===== src/rtl/boron_cipher_cntrl.sv =====
// boron_cipher_cntrl
// ---------------------------------------------------------------------------
// Round controller for an iterative block cipher. It owns the text and key
// registers and sequences an external round-function/key-schedule datapath.
//   Encrypt: IDLE -> ROUND x ROUNDS -> DONE
//   Decrypt: IDLE -> KEYGEN x ROUNDS -> LOAD -> ROUND x ROUNDS -> DONE
//     KEYGEN runs the forward key schedule to reach the last round key.
//     The inverse schedule then walks it back during the rounds.
//
// Ports
//   clk, reset            : clock, synchronous active-high reset
//   start, mode           : request (sampled only in IDLE), 0=enc 1=dec
//   in_text, in_key       : operands, captured on an accepted start
//   next_text, next_key   : results returned by the external datapath
//   cur_text, cur_key     : registers driven to the datapath
//   round_cnt, key_dir    : round index, 0=forward / 1=inverse schedule
//   dec_mode, busy        : latched mode, high whenever not IDLE
//   out_valid, out_ready  : result handshake
//   out_text, out_key     : result, held until the next completion
//   dbg_state             : current FSM state (IDLE=0 KEYGEN=1 LOAD=2
//                           ROUND=3 DONE=4)
//
// Handshake: a result transfers on a clock edge where out_valid and
// out_ready are both 1. out_valid stays high, and out_text/out_key stay
// stable, until that edge. out_ready is ignored while out_valid is 0.
// ---------------------------------------------------------------------------
module boron_cipher_cntrl #(
    parameter  int TEXT_W = 64,
    parameter  int KEY_W  = 80,
    parameter  int ROUNDS = 25,
    localparam int CNT_W  = $clog2(ROUNDS + 1)
) (
    input  logic              clk,
    input  logic              reset,
    input  logic              start,
    input  logic              mode,
    input  logic [TEXT_W-1:0] in_text,
    input  logic [KEY_W-1:0]  in_key,
    input  logic [TEXT_W-1:0] next_text,
    input  logic [KEY_W-1:0]  next_key,
    output logic [TEXT_W-1:0] cur_text,
    output logic [KEY_W-1:0]  cur_key,
    output logic [CNT_W-1:0]  round_cnt,
    output logic              key_dir,
    output logic              dec_mode,
    output logic              busy,
    output logic              out_valid,
    input  logic              out_ready,
    output logic [TEXT_W-1:0] out_text,
    output logic [KEY_W-1:0]  out_key,
    output logic [2:0]        dbg_state
);

    if (!(KEY_W == 80 || KEY_W == 128)) begin : g_bad_key_w
        $error("boron_cipher_cntrl: KEY_W must be 80 or 128");
    end
    if (ROUNDS < 2) begin : g_bad_rounds
        $error("boron_cipher_cntrl: ROUNDS must be at least 2");
    end

    typedef enum logic [2:0] {
        IDLE   = 3'd0,
        KEYGEN = 3'd1,
        LOAD   = 3'd2,
        ROUND  = 3'd3,
        DONE   = 3'd4
    } state_t;

    localparam logic [CNT_W-1:0] CNT_LAST = CNT_W'(ROUNDS - 1);
    localparam logic [CNT_W-1:0] CNT_TOP  = CNT_W'(ROUNDS);
    localparam logic [CNT_W-1:0] CNT_ONE  = CNT_W'(1);

    state_t              state_q, state_d;
    logic [TEXT_W-1:0]   text_q, text_d;
    logic [KEY_W-1:0]    key_q, key_d;
    logic [CNT_W-1:0]    cnt_q, cnt_d;
    logic                key_dir_q, key_dir_d;
    logic                dec_q, dec_d;
    logic                ov_q, ov_d;
    logic [TEXT_W-1:0]   otext_q, otext_d;
    logic [KEY_W-1:0]    okey_q, okey_d;
    logic                last_round;

    // Decrypt counts down from ROUNDS to 1, encrypt counts up to ROUNDS-1.
    assign last_round = dec_q ? (cnt_q == CNT_ONE) : (cnt_q == CNT_LAST);

    always_comb begin
        state_d   = state_q;
        text_d    = text_q;
        key_d     = key_q;
        cnt_d     = cnt_q;
        key_dir_d = key_dir_q;
        dec_d     = dec_q;
        ov_d      = ov_q;
        otext_d   = otext_q;
        okey_d    = okey_q;
        case (state_q)
            IDLE: begin
                if (start) begin
                    dec_d     = mode;
                    text_d    = in_text;
                    key_d     = in_key;
                    cnt_d     = '0;
                    key_dir_d = 1'b0;
                    state_d   = mode ? KEYGEN : ROUND;
                end
            end
            KEYGEN: begin
                key_d = next_key;
                cnt_d = cnt_q + CNT_ONE;
                if (cnt_q == CNT_LAST) state_d = LOAD;
            end
            LOAD: begin
                key_dir_d = 1'b1;
                cnt_d     = CNT_TOP;
                state_d   = ROUND;
            end
            ROUND: begin
                text_d = next_text;
                key_d  = next_key;
                cnt_d  = dec_q ? (cnt_q - CNT_ONE) : (cnt_q + CNT_ONE);
                if (last_round) begin
                    otext_d = next_text;
                    okey_d  = next_key;
                    ov_d    = 1'b1;
                    state_d = DONE;
                end
            end
            DONE: begin
                // start is deliberately not looked at here, even when the
                // handshake completes on the same edge.
                if (out_ready) begin
                    ov_d      = 1'b0;
                    key_dir_d = 1'b0;
                    state_d   = IDLE;
                end
            end
            default: state_d = IDLE;
        endcase
    end

    always_ff @(posedge clk) begin
        if (reset) begin
            state_q   <= IDLE;
            text_q    <= '0;
            key_q     <= '0;
            cnt_q     <= '0;
            key_dir_q <= 1'b0;
            dec_q     <= 1'b0;
            ov_q      <= 1'b0;
            otext_q   <= '0;
            okey_q    <= '0;
        end else begin
            state_q   <= state_d;
            text_q    <= text_d;
            key_q     <= key_d;
            cnt_q     <= cnt_d;
            key_dir_q <= key_dir_d;
            dec_q     <= dec_d;
            ov_q      <= ov_d;
            otext_q   <= otext_d;
            okey_q    <= okey_d;
        end
    end

    assign cur_text  = text_q;
    assign cur_key   = key_q;
    assign round_cnt = cnt_q;
    assign key_dir   = key_dir_q;
    assign dec_mode  = dec_q;
    assign busy      = (state_q != IDLE);
    assign out_valid = ov_q;
    assign out_text  = otext_q;
    assign out_key   = okey_q;
    assign dbg_state = state_q;

endmodule


===== config.mk =====
export PLATFORM = sky130hd
export DESIGN_NAME = boron_cipher_cntrl
export DESIGN_NICKNAME = d
export VERILOG_FILES = /design/src/rtl/boron_cipher_cntrl.sv
export SDC_FILE = /design/constraint.sdc
export NUM_CORES = 1
export LEC_CHECK = 0
export ABC_AREA = 1
export CAP_MARGIN = 20
export CORE_AREA = 4 4 228 230
export DETAILED_ROUTE_END_ITERATION = 8
export DIE_AREA = 0 0 232 234
export GPL_TIMING_DRIVEN = 0
export PLACE_DENSITY = 0.57
export RECOVER_POWER = 25
export SLEW_MARGIN = 10
export SYNTH_ARGS = -nofsm -noshare
export SYNTH_HDL_FRONTEND = slang
export SYNTH_SLANG_ARGS = --single-unit

===== constraint.sdc =====
create_clock -name clk -period 2.9 [get_ports clk]
set_input_delay 0.58 -clock clk [delete_from_list [all_inputs] [get_ports clk]]
set_output_delay 0.58 -clock clk [all_outputs]
set_load 0.02 [all_outputs]

Word-level counts from Yosys, hierarchy flattened
Index checks and enable logic that the tools add are counted.
{ "word_totals": {"elab_cells": 56, "input_bits": 293, "output_inout_bits": 300, "reg_bits": 299} }
{ "classes": {"reduce_logical": 16, "mux": 19, "n_eq_ne": 10, "n_addsub": 2} }
{ "op_table": {"columns": ["cell", "n"], "rows": [
  ["$pmux 80 s2", 1],
  ["$pmux 64 s2", 1],
  ["$mux 80", 1],
  ["$mux 64", 1],
  ["$pmux 5 s4", 1],
  ["$pmux 3 s5", 1],
  ["$mux 3", 4],
  ["$mux 5", 2],
  ["$reduce_and 2->1", 5],
  ["$ne 2x2->1 const B", 4],
  ["$eq 3x2->1 const B", 2],
  ["$reduce_and 3->1", 2],
  ["$reduce_bool 2->1", 3],
  ["$reduce_bool 3->1", 2],
  ["$add 5x1->5 const B", 1],
  ["$eq 5x1->1 const B", 1],
  ["$eq 5x5->1 const B", 1],
  ["$sub 5x1->5 const B", 1],
  ["$mux 1", 4],
  ["$reduce_and 4->1", 1],
  ["$reduce_bool 4->1", 1],
  ["$eq 3x1->1 const B", 1],
  ["$eq 3x3->1 const B", 1],
  ["$logic_not 3->1", 1],
  ["other kinds (4)", 4]
]} }

Depth between registers and ports, before layout
Gate-level depths: netlist of the first run.
{ "logic_depth": {"ltp_word": 4, "depth_mapped": 12, "ltp_nobuf": 10} }

Least setup slack after synthesis of the first run
No wires, ideal clock.
{ "synth_timing": {"kind": "reg2reg", "from": "register cnt_q[0] (netlist: round_cnt[0])", "to": "register okey_q[78] (netlist: out_key[78])", "path_slack_ps": 1068, "stages_incl_launch_ff": 13, "synth_period_minus_slack_ps": 1832, "t_arrival_ps": 1716, "cell_sequence": "dfxtp_1 inv_1 ha_1 nand2_1 inv_1 nand3_1 nand2_1 nand2_2 clkinv_2 buf_6 buf_2 nor2_1 nor2_1"} }
{ "synth_via": {"elab_chain_len": 3, "word_cells_on_any_way": 4, "cone_classes": "eq/ne: 2; mux: 1; reduce/logical: 1"} }
{ "synth_rtl": {"columns": ["item", "line", "text"], "rows": [
  ["from (decl)", "76", "logic [CNT_W-1:0] cnt_q, cnt_d;"],
  ["from (signal assigned)", "157", "cnt_q <= cnt_d;"],
  ["$eq 5x5->1 or $eq 5x1->1 (tied branches)", "85", "assign last_round = dec_q ? (cnt_q == CNT_ONE) : (cnt_q == CNT_LAST);"],
  ["$mux 1 (*)", "85", null],
  ["$reduce_and 2->1 (no source line) (*)", null, null],
  ["to (signal assigned)", "162", "okey_q <= okey_d;"],
  ["to (decl)", "81", "logic [KEY_W-1:0] okey_q, okey_d;"]
]} }
Mark *: on every way between the ends. The rest lies on a longest branch, timed or not.
A chain may end at the register's enable or synchronous reset.

Worst setup path after layout of the first run
{ "layout_timing": {"from": "register state_q[1] (netlist: dbg_state[1])", "to": "output busy"} }
{ "layout_via": {"elab_chain_len": 1} }
{ "layout_rtl": {"columns": ["item", "line", "text"], "rows": [
  ["from (decl)", "73", "state_t state_q, state_d;"],
  ["from (signal assigned)", "154", "state_q <= state_d;"],
  ["$reduce_bool 3->1", "171", "assign busy = (state_q != IDLE);"],
  ["to (decl)", "46", "output logic busy,"]
]} }
Every way passes these cells.

==> results of run 1 <==
## final cells by class
type	count	area, sq um
multi-input cells	1105	4990
plain buffers	127	604
clock inverters	7	70.1
inverters	22	83.8
fillers	5272	30300
well taps	672	841
flip-flops and latches	299	5990
repair buffers	592	5930
clock buffers	55	1050
diodes	4	10.0
## power by group through the flow
stage | combinational [uW] | sequential [uW] | clock, uW
after floorplan | 961 | 5170 | 0
after global placement | 3090 | 4790 | 0
after detailed placement | 3100 | 4790 | 0
after CTS | 3120 | 4710 | 4510
after global routing | 3280 | 4740 | 4670
final | 3050 | 4710 | 4400
## sequential cells by signal, indices dropped and copies added (netlist names), 3 cells and up
| name | count |
|---|---|
| dbg_state | 3 |
| round_cnt | 5 |
| cur_key | 80 |
| out_key | 80 |
| out_text | 64 |
| cur_text | 64 |
## path summary, 6_finish.rpt
check,slack [ps],cells after the start,to
setup / recovery,300,3,busy
hold / removal,460,2,out_text[42]
setup reg to reg,340,6,cur_text[41]
hold reg to reg,460,2,out_text[42]
## synth_stat cells
master and n:
nand2_1 333, dfxtp_1 299, nor2_1 288, o21ai_0 205, a31oi_1 146, clkbuf_1 67
o21ai_1 53, nand3_1 50, buf_2 40, inv_1 18, a21oi_1 11, buf_6 8
buf_4 7, buf_1 5, ha_1 4, nand4_1 4, inv_2 3, nand2_2 3
nand3b_1 2, nor2_4 2, clkinv_2 1, nand3_2 1, nor2_2 1, or2_2 1
xor2_1 1
## metrics by stage
step                utilization [%]  cell area [sq um]  std cells  hold slack, ps  TNS (ps)
floorplan                         -              11700       1553             536         0
global placement               37.0              18400       2816             454      -252
detailed placement             37.0              18500       2817             457      -239
CTS                            39.3              19600       2879             466         0
global route                   39.2              19600       2880             484         0
finish                         39.3              19600       2883             464         0
## per-layer routing
layer | vias up | global-route usage [%] | wire length (microns)
met1 | 6287 | 23.0 | 23100
met3 | 103 | 9.00 | 6340
li1 | 6482 | - | -
met2 | 585 | 36.7 | 29100
met4 | 6 | 8.37 | 2490
met5 | - | 0 | 37
## critical path, cell delays in order, from the launching register on
cell	delay [ps]
dfxtp_1	480
inv_1	160
nand2_1	90
clkdlybuf4s50_1	740
## kinds of logic (layout without fill, tap and decap cells)
family | count (synthesis) | after routing | synth area share (%)
xor gates and xnor gates | 1 | 1 | 0.0750
DFF | 299 | 299 | 51.2
and+or+nand+nor | 685 | 685 | 23.0
other | 0 | 4 | 0
AOI/OAI and AO/OA | 415 | 415 | 19.3
adders and majority gates | 4 | 4 | 0.428
buffers and inverters | 149 | 803 | 5.96
==> metrics.csv, run 1 <==
metric;value;unit
final clock period utilization by the worst path;89.6;%
aggregate global-route resource usage;21.2;%
Internal Dissipation;8360;uW
share of total power in combinational logic;25.1;%
worst endpoint required time;2320;ps
Crit path arrival time;2020;ps
# nets final;2480;
initial antenna violation count;6;
Hold Path Class;reg -> reg;
Via Count;13500;
proportion of layout cells with a drive suffix above 1;4.89;%
number of gates resized after cts;0;
hpwl dp;48600;microns
drt drc;0;
ranking of synthesized cells by area;dfxtp_1, nand2_1, nor2_1;
RSZ-0062 raised after global routing;false;
pin count of the biggest net entering global routing;12;
TritonCTS clock tree;built;
clock period minus final worst setup slack;2600;ps
number of buffers between clock root and the deepest sink;3;
syn_nets;1850;
CTS clock-pin slew for the worst setup and hold paths;60;ps
number of detailed-route iterations in the first pass;5;
status;finished clean;
pins over their slew limit;0;
CTS root buf;clkbuf_16;
Skew-Pair Late Insertion Delay;540;ps
Flop pwr share;38.7;%
number of endpoints failing setup at the final stage;0;
die width;232;microns
final hold violations;0;
# IOs;593;
startpoint type of the worst setup path;flop;
global-route wire length before repair;87100;microns
signed area change from the synthesized netlist to the final layout;67.5;%
floorplan die area;54300;sq um
clock sink count;299;
placer congestion estimate;0.903;
total number of placement rows;82;
detailed-route wire length per cell;21.2;microns
fraction of synthesized cell area taken by the top area cell type;51.2;%
Final Skew;19.8;ps
average vias per placed instance;4.67;
global-route congestion overflow total;0;
Routed WL;61100;microns
number of levels the H-tree was split into;2;
critical path fanouts, max;7;
number of buffers created by CTS;36;
highest-count cells in the layout ignoring fill and taps;clkdlybuf4s50_1, nand2_1, dfxtp_1, nor2_1, o21ai_0;
library cell with the largest summed area after synthesis;dfxtp_1;
max_cap viols;0;
largest voltage drop on the vdd net;0.335;mV
worst setup margin;303;ps
Post-CTS Setup Repair Bufs;0;
Hold Crit Start;out_text[42];
Rel. slew slack;16.1;%
vias in the first global route;13500;
transition time of the tightest slew-check pin;1260;ps
total power divided by cell area;621;nW/um^2
total power draw;12200;uW
Mapped Avg Cell Area;7.52;sq um
switching fraction of total power;31.3;%
sequential area share after synthesis;51.2;%
vertical die dimension;234;microns
endpoint kind of the worst setup timing path;output port;
initial core utilization;23.4;%
most common cell after layout, fill and taps aside;clkdlybuf4s50_1;
switching power total;3810;uW
number of instances in the synthesized netlist;1553;
Post-Place Setup Slack;-68.3;ps
antenna-violating nets left;0;
violation count after the first detailed-routing iteration;805;
CP Class;reg -> out;
Hold Buf Count CTS;0;
portion of total power attributed to the clock network;36.2;%
R2R Path Start;dbg_state[1];
Yosys reg bits;299;
Leakage;0.00744;uW
core region area;49900;sq um
Mapped Area;11700;sq um
Critical Path Start;dbg_state[1];
upper clock frequency limit;385;MHz
number of library cell types mapped by synthesis;25;
warning count from the yosys run;0;
input/output buffers;591;
(Power assumes the default switching activity.)
==> run 2: changes to the inputs <==
--- a/config.mk
+++ b/config.mk
@@ -7,10 +7,11 @@
 export LEC_CHECK = 0
 export ABC_AREA = 1
 export CAP_MARGIN = 20
-export CORE_AREA = 4 4 228 230
+export CORE_AREA = 4 4 227 229
 export DETAILED_ROUTE_END_ITERATION = 8
-export DIE_AREA = 0 0 232 234
+export DIE_AREA = 0 0 231 233
 export GPL_TIMING_DRIVEN = 0
+export HOLD_SLACK_MARGIN = 0.1
 export PLACE_DENSITY = 0.57
 export RECOVER_POWER = 25
 export SLEW_MARGIN = 10
==> run 2 against run 1 <==
Sequential share of layout area decreased by 0.14 points. Largest cell class unchanged. Combinational power about the same. Hold slack improved by 4.4 ps. Setup slack improved by 23 ps. Global-route usage about the same. Register-to-register slack improved by 40 ps. Total power increased by 2.2%.
==> metrics.csv, run 2 (synthesized netlist as in run 1, its figures left out) <==
metric;value;unit;change
status;finished clean;;
drt drc;0;;unchanged
CP Cell Sequence;inv_1, nand2_1, clkdlybuf4s50_1;;
initial core utilization;23.5;%;+0.097 points
floorplan die area;53800;sq um;-0.86%
CP Class;reg -> out;;
Via Count;13500;;+0.28%
Rel. slew slack;26.0;%;+9.9 points
proportion of layout cells with a drive suffix above 1;5.12;%;+0.22 points
Routed WL;60600;microns;-0.80%
number of detailed-route iterations in the first pass;5;;unchanged
switching power total;3820;uW;+0.45%
antenna-violating nets left;0;;unchanged
final hold violations;0;;unchanged
violation count after the first detailed-routing iteration;746;;-7.3%
transition time of the tightest slew-check pin;1110;ps;-149 ps
signed area change from the synthesized netlist to the final layout;68.3;%;
count of buffer and inverter cells on the critical path;2;;unchanged
hpwl dp;48000;microns;-1.2%
Crit path arrival time;1990;ps;-30 ps
slack of the worst reg-to-reg path;380;ps;+40 ps
Post-Place Setup Slack;-16.3;ps;+52.0 ps
Flop pwr share;37.9;%;-0.8 points
die width;231;microns;-0.43%
vias in the first global route;13500;;+0.42%
total number of placement rows;82;;unchanged
final clock period utilization by the worst path;88.8;%;-0.81 points
Hold Crit Start;out_valid;;
kind of cell adding the most delay to the critical path;buffers and inverters;;
worst setup margin;326;ps;+23.4 ps
global-route wire length before repair;86500;microns;-0.71%
RSZ-0062 raised after global routing;false;;
placer congestion estimate;0.921;;+1.9%
average vias per placed instance;4.68;;+0.25%
clock sink count;299;;unchanged
Post-CTS Setup Repair Bufs;0;;unchanged
RR Endpoint;cur_text[37];;
Hold Buf Count CTS;0;;unchanged
worst endpoint required time;2320;ps;about the same
depth of the critical timing path with buffers and inverters included;3;;unchanged
total power divided by cell area;632;nW/um^2;+1.7%
clock period minus final worst setup slack;2570;ps;-23.4 ps
# nets final;2480;;unchanged
highest-count cells in the layout ignoring fill and taps;clkdlybuf4s50_1, nand2_1, dfxtp_1, nor2_1, o21ai_0;;
Largest stage delay, worst path;740;ps;about the same
CTS root buf;clkbuf_16;;
Internal Dissipation;8600;uW;+3.0%
slowest cell on the critical path;clkdlybuf4s50_1;;
pins over their slew limit;0;;unchanged
number of gates resized after cts;0;;unchanged
core region area;49700;sq um;-0.41%
number of buffers created by CTS;36;;unchanged
Leakage;0.00746;uW;+0.25%
# IOs;593;;unchanged
upper clock frequency limit;389;MHz;+0.91%
number of endpoints failing setup at the final stage;0;;unchanged
R2R Path Start;dbg_state[0];;
number of buffers between clock root and the deepest sink;3;;unchanged
CTS clock-pin slew for the worst setup and hold paths;60;ps;about the same
number of filler cells placed in the layout;5231;;-0.78%
most common cell after layout, fill and taps aside;clkdlybuf4s50_1;;
input/output buffers;591;;unchanged
Hold Path Class;reg -> reg;;
largest voltage drop on the vdd net;0.398;mV;+19%
vertical die dimension;233;microns;-0.43%
critical path fanouts, max;7;;unchanged
Cells after DPL;2817;;unchanged
non-filler instance count after layout;2884;;+0.035%
share of total power in combinational logic;24.6;%;-0.5 points
Skew-Pair Late Insertion Delay;540;ps;about the same
initial antenna violation count;5;;-1
TritonCTS clock tree;built;;
detailed-route wire length per cell;21.0;microns;-0.84%
FF-to-FF path depth;7;;+1
global-route congestion overflow total;0;;unchanged
aggregate global-route resource usage;21.2;%;about the same
max_cap viols;0;;unchanged
portion of total power attributed to the clock network;37.5;%;+1.3 points
Final Skew;25.4;ps;+5.65 ps
worst setup path end;busy;;
pin count of the biggest net entering global routing;13;;+1
switching fraction of total power;30.8;%;-0.53 points
Post-Route Hold Slack;468;ps;+4.40 ps
startpoint type of the worst setup path;flop;;
number of levels the H-tree was split into;2;;unchanged
Critical Path Start;dbg_state[1];;
endpoint kind of the worst setup timing path;output port;;
-- run 2: worst min-delay path by stage --
stage | to | slack, ps | cells past startpoint
after floorplan | out_valid | 540 | 2
after global placement | out_text[24] | 460 | 2
after detailed placement | out_valid | 460 | 2
after CTS | out_text[38] | 470 | 2
after global routing | cur_text[35] | 490 | 2
final | out_valid | 470 | 2
-- run 2: layer usage --
metal  part of all wire (%)  track usage, %  routed length (microns)
met2                     49            37.6                    29400
met5                  0.045               0                       27
met3                     10            8.72                     6240
met4                    3.8            8.14                     2330
met1                     37            22.6                    22500
-- run 2: per-stage QoR --
| step | TNS, ps | power [uW] | utilization [%] | cell area, sq um |
|---|---|---|---|---|
| 2_1_floorplan | 0 | 6130 | - | 11700 |
| 3_5_place_dp | -16.3 | 7880 | 37.2 | 18500 |
| 5_1_grt | 0 | 13000 | 39.6 | 19700 |
| 4_1_cts | 0 | 12600 | 39.6 | 19700 |
| 3_3_place_gp | 0 | 7870 | 37.1 | 18400 |
| 6_report | 0 | 12400 | 39.6 | 19700 |
-- run 2: worst min-delay path: stages (launching register included) --
cell and delay [ps]:
dfxtp_1 310, nand2_1 60, a21oi_1 50
-- run 2: power by group through the flow --
stage	registers, uW	logic, uW	clock network [uW]
global placement	4780	3090	0
detailed placement	4790	3090	0
floorplan	5170	961	0
global route	4750	3280	4940
finish	4710	3050	4670
CTS	4710	3110	4780
-- run 2: final cells by class --
cell class / count / area [sq um] / area share, %
Sequential cell: 299 / 5990 / 30.4
Timing Repair Buffer: 592 / 5930 / 30.2
Multi-Input combinational cell: 1105 / 4990 / 25.4
Clock buffer: 58 / 1120 / 5.72
Tap cell: 672 / 841 / 4.28
Buffer: 127 / 606 / 3.08
Clock inverter: 6 / 90.1 / 0.458
Inverter: 22 / 83.8 / 0.426
Antenna cell: 3 / 7.51 / 0.0382
==> run 3: changes to the inputs <==
--- a/config.mk
+++ b/config.mk
@@ -13,7 +13,7 @@
 export GPL_TIMING_DRIVEN = 0
 export HOLD_SLACK_MARGIN = 0.1
 export PLACE_DENSITY = 0.57
-export RECOVER_POWER = 25
+export RECOVER_POWER = 100
 export SLEW_MARGIN = 10
 export SYNTH_ARGS = -nofsm -noshare
 export SYNTH_HDL_FRONTEND = slang
==> run 3 against run 2 <==
Setup slack about the same. Largest cell class unchanged. Global-route usage unchanged. Critical endpoint is now out_text[39]. Clock power about the same. Sequential share of layout area about the same.
==> metrics.csv, run 3 (synthesized netlist as in run 1, its figures left out) <==
metric;value;unit;change
hpwl dp;48000;microns;unchanged
placer congestion estimate;0.921;;unchanged
max_cap viols;0;;unchanged
worst setup path end;out_text[39];;
total power divided by cell area;627;nW/um^2;-0.85%
transition time of the tightest slew-check pin;1110;ps;+2.10 ps
proportion of layout cells with a drive suffix above 1;5.07;%;-0.045 points
# IOs;593;;unchanged
cell area after layout;19600;sq um;-0.12%
R2R Path Start;dbg_state[0];;
number of buffers between clock root and the deepest sink;3;;unchanged
critical path fanouts, max;10;;+3
global-route congestion overflow total;0;;unchanged
Via Count;13500;;+0.16%
clock sink count;299;;unchanged
FF-to-FF path depth;8;;+1
highest-count cells in the layout ignoring fill and taps;nand2_1, dfxtp_1, dlygate4sd3_1, clkdlybuf4s50_1, nor2_1;;
Crit path arrival time;2990;ps;+1000 ps
RSZ-0062 raised after global routing;false;;
antenna-violating nets left;0;;unchanged
area after detailed placement;18500;sq um;unchanged
detailed-route wire length per cell;21.1;microns;+0.25%
clock period minus final worst setup slack;2570;ps;+0.136 ps
die width;231;microns;unchanged
floorplan die area;53800;sq um;unchanged
global-route wire length before repair;86500;microns;unchanged
Post-Route Hold Slack;466;ps;-2.32 ps
Hold Buf Count CTS;0;;unchanged
total power draw;12300;uW;-0.97%
Routed WL;60700;microns;+0.22%
pins over their slew limit;0;;unchanged
CTS root buf;clkbuf_16;;
number of endpoints failing setup at the final stage;0;;unchanged
status;finished clean;;
Cells after DPL;2817;;unchanged
worst endpoint required time;3320;ps;+1000 ps
input/output buffers;591;;unchanged
endpoint kind of the worst setup timing path;flop;;
Hold Path Class;reg -> reg;;
non-filler instance count after layout;2883;;-0.035%
pin count of the biggest net entering global routing;13;;unchanged
vias in the first global route;13500;;unchanged
most common cell after layout, fill and taps aside;nand2_1;;
number of buffers created by CTS;36;;unchanged
Final Skew;25.1;ps;-0.335 ps
Post-Route Utilization;39.5;%;-0.048 points
Critical Path Start;dbg_state[0];;
violation count after the first detailed-routing iteration;759;;+1.7%
Rel. slew slack;25.9;%;-0.14 points
signed area change from the synthesized netlist to the final layout;68.1;%;
final clock period utilization by the worst path;88.8;%;about the same
largest voltage drop on the vdd net;0.392;mV;-1.7%
number of levels the H-tree was split into;2;;unchanged
upper clock frequency limit;389;MHz;about the same
RR Endpoint;out_text[39];;
number of detailed-route iterations in the first pass;5;;unchanged
final hold violations;0;;unchanged
aggregate global-route resource usage;21.2;%;unchanged
TritonCTS clock tree;built;;
drt drc;0;;unchanged
Leakage;0.00812;uW;+8.9%
initial core utilization;23.5;%;unchanged
initial antenna violation count;5;;unchanged
slack of the worst reg-to-reg path;330;ps;-50 ps
CTS clock-pin slew for the worst setup and hold paths;60;ps;about the same
core region area;49700;sq um;unchanged
vertical die dimension;233;microns;unchanged
total number of placement rows;82;;unchanged
Skew-Pair Late Insertion Delay;540;ps;about the same
Post-CTS Setup Repair Bufs;0;;unchanged
CP Class;reg -> reg;;
number of filler cells placed in the layout;5235;;+0.076%
startpoint type of the worst setup path;flop;;
# nets final;2480;;unchanged
average vias per placed instance;4.69;;+0.20%
number of gates resized after cts;0;;unchanged
==> run 3: cell type report <==
cell class / count / area, sq um / area share, %
Multi-Input combinational cell: 1105 / 4990 / 25.4
Sequential cell: 299 / 5990 / 30.5
Antenna cell: 2 / 5.00 / 0.0255
Timing Repair Buffer: 592 / 5930 / 30.2
Tap cell: 672 / 841 / 4.28
Clock inverter: 6 / 90.1 / 0.459
Buffer: 127 / 587 / 2.99
Clock buffer: 58 / 1120 / 5.73
Inverter: 22 / 83.8 / 0.427
==> run 3: worst max-delay path: stages (launching register included) <==
cell and delay, ps:
dfxtp_1 450, nand2_1 180, nor2_1 480, nand2_1 170, clkbuf_2 390, buf_6 280
clkbuf_2 200, o21ai_1 240, nor2_1 60
==> run 3: per-stage QoR <==
| step | setup WS (ps) | TNS (ps) |
|---|---|---|
| 5_1_grt | 101 | 0 |
| 3_5_place_dp | -16.3 | -16.3 |
| 4_1_cts | 257 | 0 |
| 2_1_floorplan | 1070 | 0 |
| 6_report | 326 | 0 |
| 3_3_place_gp | 41.0 | 0 |
==> run 3: how the worst min path moves through the flow <==
stage / from / endpoint / slack [ps] / cells past startpoint
global route: cur_text[35] / cur_text[35] / 490 / 2
CTS: out_text[38] / out_text[38] / 470 / 2
floorplan: out_valid / out_valid / 540 / 2
finish: out_valid / out_valid / 470 / 2
global placement: out_text[24] / out_text[24] / 460 / 2
detailed placement: out_valid / out_valid / 460 / 2
==> run 3: power breakdown <==
| group | internal [uW] | switching (uW) |
|---|---|---|
| combinational | 1200 | 1750 |
| clock | 2830 | 1830 |
| sequential | 4470 | 224 |
| total | 8500 | 3810 |
==> run 3: metal layers <==
| layer | global-route usage, % | vias up | part of all wire [%] | wire length, microns |
|---|---|---|---|---|
| met3 | 8.72 | 102 | 11 | 6520 |
| met4 | 8.14 | 4 | 4.0 | 2410 |
| met5 | 0 | - | 0.044 | 27 |
| met1 | 22.6 | 6308 | 37 | 22400 |
| met2 | 37.6 | 618 | 48 | 29300 |
| li1 | - | 6491 | - | - |
